==> config.mk <==
export PLATFORM = sky130hd
export DESIGN_NAME = ft600_bus_scheduler
export DESIGN_NICKNAME = d
export VERILOG_FILES = /design/src/rtl/ft600_bus_scheduler.sv
export SDC_FILE = /design/constraint.sdc
export NUM_CORES = 1
export LEC_CHECK = 0
export CORE_AREA = 2 2 129 131
export CTS_CLUSTER_SIZE = 16
export DETAILED_ROUTE_END_ITERATION = 12
export DIE_AREA = 0 0 131 133
export GPL_TIMING_DRIVEN = 0
export HOLD_SLACK_MARGIN = 0.02
export PLACE_DENSITY = 0.81
export SYNTH_ARGS = -nofsm -noshare
export SYNTH_HDL_FRONTEND = slang
export SYNTH_SLANG_ARGS = --single-unit
==> constraint.sdc <==
create_clock -name ftdi_clk -period 3.1 [get_ports ftdi_clk]
set_input_delay 0.465 -clock ftdi_clk [delete_from_list [all_inputs] [get_ports ftdi_clk]]
set_output_delay 0.465 -clock ftdi_clk [all_outputs]
set_load 0.02 [all_outputs]
==> src/rtl/ft600_bus_scheduler.sv <==
// ft600_bus_scheduler: half-duplex FT600 bus arbiter with turnaround, burst limits,
// round-robin TX source selection and an RX skid FIFO that absorbs in-flight words.
module ft600_bus_scheduler #(
  parameter int BURST_MAX   = 256,
  parameter int TURN_CYCLES = 2,
  parameter int RX_DEPTH    = 8,
  parameter int RX_MARGIN   = 3,
  parameter int WR_IDLE_MAX = 4
) (
  input  logic        ftdi_clk,
  input  logic        rst_n,
  input  logic        phy_rx_avail,
  input  logic        phy_tx_space,
  input  logic        phy_rx_valid,
  input  logic [15:0] phy_rx_data,
  input  logic [1:0]  phy_rx_be,
  input  logic        phy_tx_ready,
  output logic        phy_rd_grant,
  output logic        phy_wr_grant,
  output logic        phy_tx_valid,
  output logic [15:0] phy_tx_data,
  output logic [1:0]  phy_tx_be,
  input  logic        src0_valid,
  input  logic [15:0] src0_data,
  input  logic [1:0]  src0_be,
  input  logic        src0_last,
  output logic        src0_ready,
  input  logic        src1_valid,
  input  logic [15:0] src1_data,
  input  logic [1:0]  src1_be,
  input  logic        src1_last,
  output logic        src1_ready,
  output logic        sink_valid,
  output logic [15:0] sink_data,
  output logic [1:0]  sink_be,
  input  logic        sink_ready,
  output logic        active_src,
  output logic        rx_overflow
);
  localparam int BW = $clog2(BURST_MAX + 1);
  localparam int TW = $clog2(TURN_CYCLES + 1);
  localparam int IW = $clog2(WR_IDLE_MAX + 1);
  localparam int AW = $clog2(RX_DEPTH);
  localparam int CW = $clog2(RX_DEPTH + 1);

  typedef enum logic [1:0] {IDLE, TURN, READ, WRITE} state_t;

  state_t        state_q;
  logic          last_wr_q, dir_rd_q, rr_q, active_src_q, rd_grant_q, wr_grant_q, overflow_q;
  logic [BW-1:0] burst_q;
  logic [TW-1:0] turn_q;
  logic [IW-1:0] idle_q;
  logic [15:0]   mem_data [RX_DEPTH];
  logic [1:0]    mem_be [RX_DEPTH];
  logic [AW-1:0] wr_ptr_q, rd_ptr_q;
  logic [CW-1:0] count_q, count_d, free;
  logic          rd_req, wr_req, pick_rd, sel_valid, sel_last, tx_acc, first_src, burst_hit;
  logic          rd_exit, wr_exit, enter, enter_rd, push, pop, full, wr_en;

  always_comb begin
    free      = CW'(RX_DEPTH) - count_q;
    rd_req    = phy_rx_avail & (free > CW'(RX_MARGIN));
    wr_req    = phy_tx_space & (src0_valid | src1_valid);
    pick_rd   = rd_req & (!wr_req | last_wr_q);
    sel_valid = active_src_q ? src1_valid : src0_valid;
    sel_last  = active_src_q ? src1_last : src0_last;
    tx_acc    = phy_tx_valid & phy_tx_ready;
    first_src = (rr_q ? src1_valid : src0_valid) ? rr_q : ~rr_q;
    burst_hit = (burst_q + BW'(1)) == BW'(BURST_MAX);
    rd_exit   = (phy_rx_valid & burst_hit) | !phy_rx_avail | (free <= CW'(RX_MARGIN));
    wr_exit   = (tx_acc & (burst_hit | sel_last)) | !phy_tx_space |
                (!sel_valid & ((idle_q + IW'(1)) == IW'(WR_IDLE_MAX)));
    // a grant starts straight from IDLE when the direction is unchanged, else after TURN
    enter     = (state_q == IDLE & (rd_req | wr_req) & (pick_rd != last_wr_q)) |
                (state_q == TURN & turn_q == '0 & (dir_rd_q ? rd_req : wr_req));
    enter_rd  = (state_q == IDLE) ? pick_rd : dir_rd_q;
  end

  always_ff @(posedge ftdi_clk or negedge rst_n) begin
    if (!rst_n) begin
      state_q      <= IDLE;
      last_wr_q    <= 1'b1;
      dir_rd_q     <= 1'b0;
      rr_q         <= 1'b0;
      active_src_q <= 1'b0;
      rd_grant_q   <= 1'b0;
      wr_grant_q   <= 1'b0;
      burst_q      <= '0;
      turn_q       <= '0;
      idle_q       <= '0;
    end else if (enter) begin
      state_q    <= enter_rd ? READ : WRITE;
      rd_grant_q <= enter_rd;
      wr_grant_q <= !enter_rd;
      burst_q    <= '0;
      idle_q     <= '0;
      if (!enter_rd) active_src_q <= first_src;
    end else begin
      case (state_q)
        IDLE: if (rd_req | wr_req) begin
          state_q  <= TURN;
          dir_rd_q <= pick_rd;
          turn_q   <= TW'(TURN_CYCLES - 1);
        end
        TURN: if (turn_q == '0) state_q <= IDLE;
              else turn_q <= turn_q - TW'(1);
        READ: if (rd_exit) begin
          state_q    <= IDLE;
          rd_grant_q <= 1'b0;
          last_wr_q  <= 1'b0;
        end else if (phy_rx_valid) burst_q <= burst_q + BW'(1);
        WRITE: if (wr_exit) begin
          state_q    <= IDLE;
          wr_grant_q <= 1'b0;
          last_wr_q  <= 1'b1;
          rr_q       <= ~active_src_q;
        end else begin
          if (tx_acc) burst_q <= burst_q + BW'(1);
          idle_q <= sel_valid ? '0 : idle_q + IW'(1);
        end
        default: state_q <= IDLE;
      endcase
    end
  end

  assign phy_rd_grant = rd_grant_q;
  assign phy_wr_grant = wr_grant_q;
  assign active_src   = active_src_q;
  assign phy_tx_valid = wr_grant_q & sel_valid;
  assign phy_tx_data  = wr_grant_q ? (active_src_q ? src1_data : src0_data) : '0;
  assign phy_tx_be    = wr_grant_q ? (active_src_q ? src1_be : src0_be) : '0;
  assign src0_ready   = wr_grant_q & !active_src_q & phy_tx_ready;
  assign src1_ready   = wr_grant_q & active_src_q & phy_tx_ready;

  // full FIFO still accepts a push when the head is popped in the same cycle
  assign push    = phy_rx_valid;
  assign pop     = sink_valid & sink_ready;
  assign full    = count_q == CW'(RX_DEPTH);
  assign wr_en   = push & (!full | pop);
  assign count_d = count_q + CW'(wr_en) - CW'(pop);

  always_ff @(posedge ftdi_clk or negedge rst_n) begin
    if (!rst_n) begin
      wr_ptr_q   <= '0;
      rd_ptr_q   <= '0;
      count_q    <= '0;
      overflow_q <= 1'b0;
    end else begin
      if (wr_en) wr_ptr_q <= wr_ptr_q + AW'(1);
      if (pop) rd_ptr_q <= rd_ptr_q + AW'(1);
      count_q <= count_d;
      if (push & !wr_en) overflow_q <= 1'b1;
    end
  end

  always_ff @(posedge ftdi_clk) begin
    if (wr_en) begin
      mem_data[wr_ptr_q] <= phy_rx_data;
      mem_be[wr_ptr_q]   <= phy_rx_be;
    end
  end

  assign sink_valid  = count_q != '0;
  assign sink_data   = mem_data[rd_ptr_q];
  assign sink_be     = mem_be[rd_ptr_q];
  assign rx_overflow = overflow_q;
endmodule
==> impl_metrics.prom, run 1 <==
# TYPE chip_impl_metric gauge
chip_impl_metric{name="syn_inst",unit=""} 485
chip_impl_metric{name="route.antenna.remaining_nets",unit=""} 0
chip_impl_info{name="globalRoute.busiestLayer",value="met2"} 1
chip_impl_metric{name="chipHeight",unit="um"} 133
chip_impl_info{name="yosys-top-cells-area",value="sky130_fd_sc_hd__edfxtp_1 55%, sky130_fd_sc_hd__mux4_2 10%, sky130_fd_sc_hd__dfrtp_1 10%, sky130_fd_sc_hd__mux2_2 3.0%, sky130_fd_sc_hd__mux2i_1 2.7%"} 1
chip_impl_metric{name="grtUsageTotal",unit=""} 0.207
chip_impl_metric{name="std_cell_rows",unit=""} 47
chip_impl_metric{name="first_iter_violations",unit=""} 299
chip_impl_metric{name="final_period_minus_worst_setup_slack",unit="ps"} 3020
chip_impl_metric{name="static-leakage-power",unit="nW"} 3.65
chip_impl_metric{name="n_fill_cell",unit=""} 1113
chip_impl_metric{name="floorplan.die_area",unit="mm^2"} 0.0174
chip_impl_metric{name="grt_pass1_vias",unit=""} 5014
chip_impl_metric{name="syn_area",unit="mm^2"} 0.00792
chip_impl_metric{name="crit_fanout",unit=""} 10
chip_impl_metric{name="timing.critical_path.arrival",unit="ps"} 2560
chip_impl_metric{name="grt_pass1_wl",unit="um"} 27000
chip_impl_metric{name="met1_usage",unit=""} 0.256
chip_impl_metric{name="wirelength",unit="um"} 16800
chip_impl_info{name="most_common_cell_after_layout_fill_and_taps_aside",value="sky130_fd_sc_hd__edfxtp_1"} 1
chip_impl_metric{name="share_of_cells_above_drive_strength_1",unit=""} 0.215
chip_impl_metric{name="ctsHtreeMaxLevel",unit=""} 4
chip_impl_metric{name="drv_cap",unit=""} 0
chip_impl_metric{name="antenna_found_initial",unit=""} 0
chip_impl_metric{name="cts_max_path_buffers",unit=""} 2
chip_impl_info{name="cts_tree",value="done"} 1
chip_impl_metric{name="synth_enable_flop_cells",unit=""} 144
chip_impl_metric{name="viasPerCell",unit=""} 5.58
chip_impl_metric{name="worst_ir_drop_vdd",unit="mV"} 0.531
chip_impl_metric{name="clock_transition_at_path_regs",unit="ps"} 70
chip_impl_metric{name="initial_utilization",unit=""} 0.490
chip_impl_metric{name="die_width",unit="um"} 131
chip_impl_metric{name="detailed_place.area",unit="mm^2"} 0.00949
chip_impl_info{name="synth_flop_cell",value="sky130_fd_sc_hd__edfxtp_1"} 1
chip_impl_metric{name="cts.sinks",unit=""} 177
chip_impl_metric{name="ios",unit=""} 109
chip_impl_metric{name="globalRouteMet3Util",unit=""} 0.0505
chip_impl_metric{name="timing.max_slew.rel_slack",unit=""} 0.493
chip_impl_info{name="ctsRootBufferMaster",value="sky130_fd_sc_hd__clkbuf_16"} 1
chip_impl_metric{name="count_of_placed_standard_cells_including_taps",unit=""} 821
chip_impl_metric{name="grt_use_met2",unit=""} 0.356
chip_impl_metric{name="p_per_area",unit="mW/mm^2"} 914
chip_impl_info{name="end_kind",value="output port"} 1
chip_impl_metric{name="dp_hpwl",unit="um"} 11300
chip_impl_metric{name="rrSetupSlack",unit="ps"} 330
chip_impl_metric{name="worst_r2r_path_depth",unit=""} 7
chip_impl_metric{name="synthesis.nets",unit=""} 564
chip_impl_info{name="yosys.area.top_type",value="sky130_fd_sc_hd__edfxtp_1"} 1
chip_impl_info{name="critical_path.startpoint_type",value="flop"} 1
chip_impl_metric{name="layout.cells.non_filler",unit=""} 852
chip_impl_metric{name="report.final.slew_viol_count",unit=""} 0
chip_impl_metric{name="first_pass_iters",unit=""} 6
chip_impl_metric{name="post_drt_wl_per_cell",unit="um"} 19.7
chip_impl_metric{name="vias",unit=""} 4754
chip_impl_metric{name="drc_errors",unit=""} 0
chip_impl_metric{name="synthDistinctLibCells",unit=""} 63
chip_impl_metric{name="final_non_filler_cell_area",unit="mm^2"} 0.0102
chip_impl_info{name="holdCritPathClass",value="in2async"} 1
chip_impl_metric{name="clock_tree_skew_after_final_layout",unit="ps"} 5.91
chip_impl_metric{name="cts-buffers-inserted",unit=""} 17
chip_impl_metric{name="grt_max_degree",unit=""} 34
chip_impl_metric{name="hold_viol_final",unit=""} 0
chip_impl_info{name="rsz_0062_raised_after_global_routing",value="no"} 1
chip_impl_metric{name="num_antenna_cells",unit=""} 0
chip_impl_metric{name="gp_congestion",unit=""} 0.809
chip_impl_metric{name="synthToLayoutAreaGrowth",unit="%"} 28.3
chip_impl_metric{name="synth.ff_latch_count",unit=""} 177
chip_impl_metric{name="fmaxAchievable",unit="MHz"} 331
chip_impl_metric{name="fin_nets",unit=""} 698
chip_impl_metric{name="yosys.area.top_type_share",unit=""} 0.546
chip_impl_info{name="outcome",value="finished clean"} 1
chip_impl_info{name="crit-reg2reg-capture",value="mem_data[2][11]"} 1
chip_impl_metric{name="synth_warnings",unit=""} 0
chip_impl_metric{name="globalRouteOverflowTotal",unit=""} 0
chip_impl_metric{name="final_min_period_over_clock_period",unit=""} 0.975
chip_impl_metric{name="worst-endpoint-required",unit="ps"} 2630
chip_impl_metric{name="placement.io_buffers",unit=""} 108
chip_impl_metric{name="core",unit="mm^2"} 0.0162
chip_impl_info{name="path_class",value="reg2out"} 1
chip_impl_metric{name="final_setup_fails",unit=""} 0
chip_impl_metric{name="syn_avg_cell_area",unit="um^2"} 16.3
chip_impl_info{name="reg2reg_from",value="count_q[2]"} 1
chip_impl_metric{name="worstSkewPairLatency",unit="ps"} 420
chip_impl_info{name="layout_common_cells",value="144 x sky130_fd_sc_hd__edfxtp_1, 94 x sky130_fd_sc_hd__clkdlybuf4s50_1, 36 x sky130_fd_sc_hd__mux4_2"} 1
chip_impl_metric{name="total_power",unit="mW"} 9.29
chip_impl_metric{name="worst_pin_slew",unit="ps"} 761
chip_impl_metric{name="async_set_reset_flop_share_out_of_synthesis",unit=""} 0.186
chip_impl_metric{name="synth-seq-area-share",unit=""} 0.650
[synthesized netlist by cell type (2+ instances only)]
| cell | number |
|---|---|
| sky130_fd_sc_hd__a211oi_1 | 3 |
| sky130_fd_sc_hd__a21o_1 | 2 |
| sky130_fd_sc_hd__a21oi_1 | 14 |
| sky130_fd_sc_hd__a31o_1 | 6 |
| sky130_fd_sc_hd__a31oi_1 | 3 |
| sky130_fd_sc_hd__and2_1 | 2 |
| sky130_fd_sc_hd__and3_1 | 2 |
| sky130_fd_sc_hd__buf_2 | 4 |
| sky130_fd_sc_hd__buf_6 | 3 |
| sky130_fd_sc_hd__clkbuf_1 | 10 |
| sky130_fd_sc_hd__dfrtp_1 | 32 |
| sky130_fd_sc_hd__edfxtp_1 | 144 |
| sky130_fd_sc_hd__ha_1 | 13 |
| sky130_fd_sc_hd__inv_1 | 22 |
| sky130_fd_sc_hd__mux2_2 | 21 |
| sky130_fd_sc_hd__mux2i_1 | 21 |
| sky130_fd_sc_hd__mux4_2 | 36 |
| sky130_fd_sc_hd__nand2_1 | 21 |
| sky130_fd_sc_hd__nand2b_1 | 7 |
| sky130_fd_sc_hd__nand3_1 | 9 |
| sky130_fd_sc_hd__nand3_2 | 2 |
| sky130_fd_sc_hd__nor2_1 | 16 |
| sky130_fd_sc_hd__nor2b_1 | 20 |
| sky130_fd_sc_hd__nor3_1 | 5 |
| sky130_fd_sc_hd__nor3_2 | 2 |
| sky130_fd_sc_hd__o21a_1 | 2 |
| sky130_fd_sc_hd__o21ai_0 | 7 |
| sky130_fd_sc_hd__o21ai_1 | 3 |
| sky130_fd_sc_hd__o221ai_1 | 2 |
| sky130_fd_sc_hd__o22a_1 | 2 |
| sky130_fd_sc_hd__o22ai_1 | 3 |
| sky130_fd_sc_hd__o31ai_1 | 3 |
| sky130_fd_sc_hd__o31ai_2 | 2 |
| sky130_fd_sc_hd__or3_1 | 6 |
| sky130_fd_sc_hd__xnor2_1 | 3 |
| sky130_fd_sc_hd__xor2_1 | 5 |
[worst max path at each step]
stage	start	end	slack [ps]	depth (start not counted)
final	rd_ptr_q[0]	sink_data[6]	80	5
after global routing	rd_ptr_q[0]	sink_be[0]	0.5	5
after floorplan	count_q[2]	mem_be[7][0]	470	6
after detailed placement	rd_ptr_q[1]	sink_data[4]	-140	5
after CTS	rd_ptr_q[0]	sink_data[14]	4	5
after global placement	phy_rx_valid	mem_be[4][0]	-640	5
[worst max-delay path, cell delays in order (launching register included)]
cell,delay [ps]
sky130_fd_sc_hd__dfrtp_1,370
sky130_fd_sc_hd__buf_6,210
sky130_fd_sc_hd__buf_8,210
sky130_fd_sc_hd__mux4_2,520
sky130_fd_sc_hd__mux2_2,290
sky130_fd_sc_hd__clkdlybuf4s50_1,540
[final cells by class]
cell class                      count  area (um^2)  area share
Inverter                           22         82.6     0.00813
Sequential cell                   177         5150       0.507
Buffer                             18          153      0.0150
Multi-Input combinational cell    267         2640       0.260
Clock buffer                       17          425      0.0419
Timing Repair Buffer              116         1290       0.127
Tap cell                          220          275      0.0271
Clock inverter                     15          149      0.0147
[layer usage]
| metal | vias to the layer above | wire, um |
|---|---|---|
| li1 | 2164 | - |
| met1 | 2368 | 6700 |
| met2 | 195 | 8830 |
| met3 | 27 | 994 |
| met4 | 0 | 246 |
| met5 | - | 0 |
[sequential cells by signal (all words and copies together) (netlist names), 2 cells and up]
signal / flops
mem_be: 16
turn_q: 2
rd_ptr_q: 3
idle_q: 3
count_q: 4
wr_ptr_q: 3
burst_q: 9
mem_data: 128
state_q: 2
[logic make-up after synthesis]
group	after synthesis	share of synthesized area
fa+ha+maj	14	0.0231
mux	80	0.162
buf+inv	41	0.0234
compound gates	62	0.0591
flops	177	0.650
simple gates	103	0.0734
xor+xnor	8	0.00884
[metrics by stage]
step                      hold slack (ps)  setup TNS (ps)  worst slack, ps  utilization
after detailed placement              477           -1970             -143        0.587
after floorplan                       169               0              466            -
after CTS                             127               0             4.16        0.625
final                                99.9               0             78.1        0.628
after global placement                466          -79580             -641        0.574
after global routing                  157               0            0.455        0.628
[what timing repair did]
item	in CTS	in global routing
hold buffers	0	0
setup endpoints to repair	18	31
setup buffers	0	0
gates resized for setup	19	19
endpoints found under the hold margin	0	0
[where the power goes]
part / internal (mW) / switching, mW
combinational: 1.93 / 1.97
sequential: 3.05 / 0.292
clock: 1.13 / 0.927
Note: power is estimated with default switching activity, not from simulation.
==> inputs of run 2 (changes only) <==
- CORE_AREA: 2 2 129 131 -> 2 2 152 124
- DIE_AREA: 0 0 131 133 -> 0 0 154 126
- PLACE_DENSITY: 0.81 -> 0.74
==> impl_metrics.prom, run 2 (synthesized netlist as in run 1, its figures left out) <==
# TYPE chip_impl_metric gauge
chip_impl_info{name="path_class",value="reg2out"} 1
chip_impl_info{name="most_common_cell_after_layout_fill_and_taps_aside",value="sky130_fd_sc_hd__edfxtp_1"} 1
chip_impl_metric{name="post_drt_wl_per_cell",unit="um"} 19.2
chip_impl_metric{name="initial_utilization",unit=""} 0.443
chip_impl_metric{name="core",unit="mm^2"} 0.0179
chip_impl_info{name="holdCritPathClass",value="in2async"} 1
chip_impl_metric{name="fmaxAchievable",unit="MHz"} 333
chip_impl_metric{name="cts-buffers-inserted",unit=""} 17
chip_impl_metric{name="layout_setup_ws",unit="ps"} 99.6
chip_impl_metric{name="chipHeight",unit="um"} 126
chip_impl_metric{name="worst_hold_slack",unit="ps"} 110
chip_impl_info{name="setup.worst_path.end",value="sink_be[0]"} 1
chip_impl_info{name="top_regs",value="mem_data: 128 flops, mem_be: 16 flops, burst_q: 9 flops"} 1
chip_impl_metric{name="cp_slowest_stage_delay",unit="ps"} 530
chip_impl_metric{name="worst_ir_drop_vdd",unit="mV"} 0.424
chip_impl_metric{name="ctsHtreeMaxLevel",unit=""} 4
chip_impl_info{name="outcome",value="finished clean"} 1
chip_impl_metric{name="largest_register_ff_count",unit=""} 128
chip_impl_metric{name="viasPerCell",unit=""} 5.41
chip_impl_metric{name="placement.io_buffers",unit=""} 108
chip_impl_info{name="cts_tree",value="done"} 1
chip_impl_metric{name="p_per_area",unit="mW/mm^2"} 906
chip_impl_metric{name="num_antenna_cells",unit=""} 0
chip_impl_metric{name="timing.max_slew.rel_slack",unit=""} 0.476
chip_impl_metric{name="share_of_cells_above_drive_strength_1",unit=""} 0.208
chip_impl_metric{name="globalRouteOverflowTotal",unit=""} 0
chip_impl_metric{name="wirelength",unit="um"} 16500
chip_impl_metric{name="first_iter_violations",unit=""} 260
chip_impl_info{name="regMostFlops",value="mem_data"} 1
chip_impl_metric{name="cts.sinks",unit=""} 177
chip_impl_info{name="cp_slowest_cell",value="sky130_fd_sc_hd__mux4_2"} 1
chip_impl_metric{name="report.final.slew_viol_count",unit=""} 0
chip_impl_metric{name="cp_num_cells",unit=""} 5
chip_impl_metric{name="worst_pin_slew",unit="ps"} 786
chip_impl_metric{name="gp_congestion",unit=""} 0.831
chip_impl_metric{name="vias",unit=""} 4659
chip_impl_metric{name="clock_tree_skew_after_final_layout",unit="ps"} 11.8
chip_impl_info{name="crit-reg2reg-capture",value="mem_data[7][9]"} 1
chip_impl_metric{name="cts_hold_buf",unit=""} 0
chip_impl_metric{name="antenna_found_initial",unit=""} 0
chip_impl_metric{name="grt_pass1_vias",unit=""} 5015
chip_impl_metric{name="floorplan.die_area",unit="mm^2"} 0.0194
chip_impl_metric{name="synthToLayoutAreaGrowth",unit="%"} 27.0
chip_impl_info{name="layout_common_cells",value="144 x sky130_fd_sc_hd__edfxtp_1, 95 x sky130_fd_sc_hd__clkdlybuf4s50_1, 36 x sky130_fd_sc_hd__mux4_2"} 1
chip_impl_info{name="rsz_0062_raised_after_global_routing",value="yes"} 1
chip_impl_metric{name="route.antenna.remaining_nets",unit=""} 0
chip_impl_metric{name="final_min_period_over_clock_period",unit=""} 0.968
chip_impl_info{name="timing.critical_path.cells",value="buf_6 > buf_8 > mux4_2 > mux2_2 > clkdlybuf4s50_1"} 1
chip_impl_metric{name="die_width",unit="um"} 154
chip_impl_metric{name="static-leakage-power",unit="nW"} 3.59
chip_impl_metric{name="final_non_filler_cell_area",unit="mm^2"} 0.0101
chip_impl_metric{name="timing.critical_path.arrival",unit="ps"} 2540
chip_impl_metric{name="rrSetupSlack",unit="ps"} 180
chip_impl_metric{name="final_period_minus_worst_setup_slack",unit="ps"} 3000
chip_impl_info{name="ctsRootBufferMaster",value="sky130_fd_sc_hd__clkbuf_16"} 1
chip_impl_metric{name="hold_viol_final",unit=""} 0
chip_impl_metric{name="fin_nets",unit=""} 697
chip_impl_metric{name="final_setup_fails",unit=""} 0
chip_impl_metric{name="first_pass_iters",unit=""} 4
chip_impl_metric{name="cts_max_path_buffers",unit=""} 2
chip_impl_metric{name="grt_max_degree",unit=""} 34
chip_impl_info{name="cp-startpoint",value="rd_ptr_q[0]"} 1
chip_impl_metric{name="utilization",unit=""} 0.562
chip_impl_metric{name="drc_errors",unit=""} 0
chip_impl_metric{name="ios",unit=""} 109
chip_impl_metric{name="worst-endpoint-required",unit="ps"} 2630
chip_impl_metric{name="grtUsageTotal",unit=""} 0.183
chip_impl_info{name="end_kind",value="output port"} 1
chip_impl_metric{name="clock_transition_at_path_regs",unit="ps"} 70
chip_impl_metric{name="critical_path_buf_inv_count",unit=""} 3
chip_impl_metric{name="worstSkewPairLatency",unit="ps"} 430
chip_impl_info{name="critical_path.startpoint_type",value="flop"} 1
chip_impl_metric{name="drv_cap",unit=""} 0
chip_impl_metric{name="detailed_place.area",unit="mm^2"} 0.00944
chip_impl_metric{name="std_cell_rows",unit=""} 44
chip_impl_info{name="critical_path.top_delay_family",value="buffers and inverters"} 1
chip_impl_metric{name="crit_fanout",unit=""} 10
chip_impl_info{name="reg2reg_from",value="count_q[2]"} 1
chip_impl_metric{name="worst_r2r_path_depth",unit=""} 7
chip_impl_metric{name="grt_pass1_wl",unit="um"} 26800
chip_impl_metric{name="dp_hpwl",unit="um"} 11700
chip_impl_metric{name="preCtsSetupSlack",unit="ps"} -38.9
run 2: changes by cell type in the layout (fill, tap and decap cells not counted), sizes merged:
cell,change
bufinv,+1
clkbuf,+1
clkdlybuf4s50,+1
clkinv,+4
dlygate4sd2,+1
dlymetal6s2s,-2
inv,-7
run 2: cell type report:
type / count / area, um^2
Buffer: 17 / 136
Clock buffer: 19 / 433
Clock inverter: 13 / 120
Fill cell: 1342 / 7830
Inverter: 22 / 82.6
Multi-Input combinational cell: 267 / 2630
Sequential cell: 177 / 5150
Tap cell: 230 / 288
Timing Repair Buffer: 116 / 1220
run 2: repair_timing:
item | CTS | global route
buffers inserted | 0 | 0
setup endpoints to repair | 18 | 40
gates resized for setup | 17 | 12
cloned | 0 | 0
run 2: worst min path at each step:
stage | startpoint | end | cells after the start | slack [ps]
after CTS | rst_n | active_src | 1 | 120
after global placement | rx_overflow | rx_overflow | 1 | 460
after global routing | rst_n | rr_q | 1 | 160
final | rst_n | rr_q | 1 | 110
after floorplan | rst_n | active_src | 0 | 170
after detailed placement | rx_overflow | rx_overflow | 1 | 460
run 2: power breakdown:
part	switching, mW	internal (mW)
registers	0.312	3.05
logic	1.88	1.86
clock network	0.842	1.17
run 2: layer usage:
| metal | global-route usage | up-vias | share of wire | wire (um) |
|---|---|---|---|---|
| li1 | - | 2161 | - | - |
| met2 | 0.301 | 153 | 0.49 | 8080 |
| met4 | 0.0517 | 0 | 0.012 | 192 |
| met3 | 0.0513 | 16 | 0.056 | 920 |
| met5 | 0 | - | 0 | 0 |
| met1 | 0.240 | 2329 | 0.44 | 7340 |
run 2: through the flow:
stage / cells / TNS, ps / total power, mW
3_3_place_gp: 823 / -81860 / 6.94
3_5_place_dp: 831 / -225 / 7.16
4_1_cts: 861 / 0 / 9.22
5_1_grt: 861 / -370 / 9.61
2_1_floorplan: 485 / 0 / 5.73
6_report: 861 / 0 / 9.12
run 2: worst reg2reg max path, stage by stage, from the launching register on:
cell	delay (ps)
sky130_fd_sc_hd__dfrtp_1	440
sky130_fd_sc_hd__inv_1	130
sky130_fd_sc_hd__ha_1	230
sky130_fd_sc_hd__nand2b_1	150
sky130_fd_sc_hd__a31oi_1	510
sky130_fd_sc_hd__nand2_1	320
sky130_fd_sc_hd__nor2_2	600
sky130_fd_sc_hd__buf_8	240
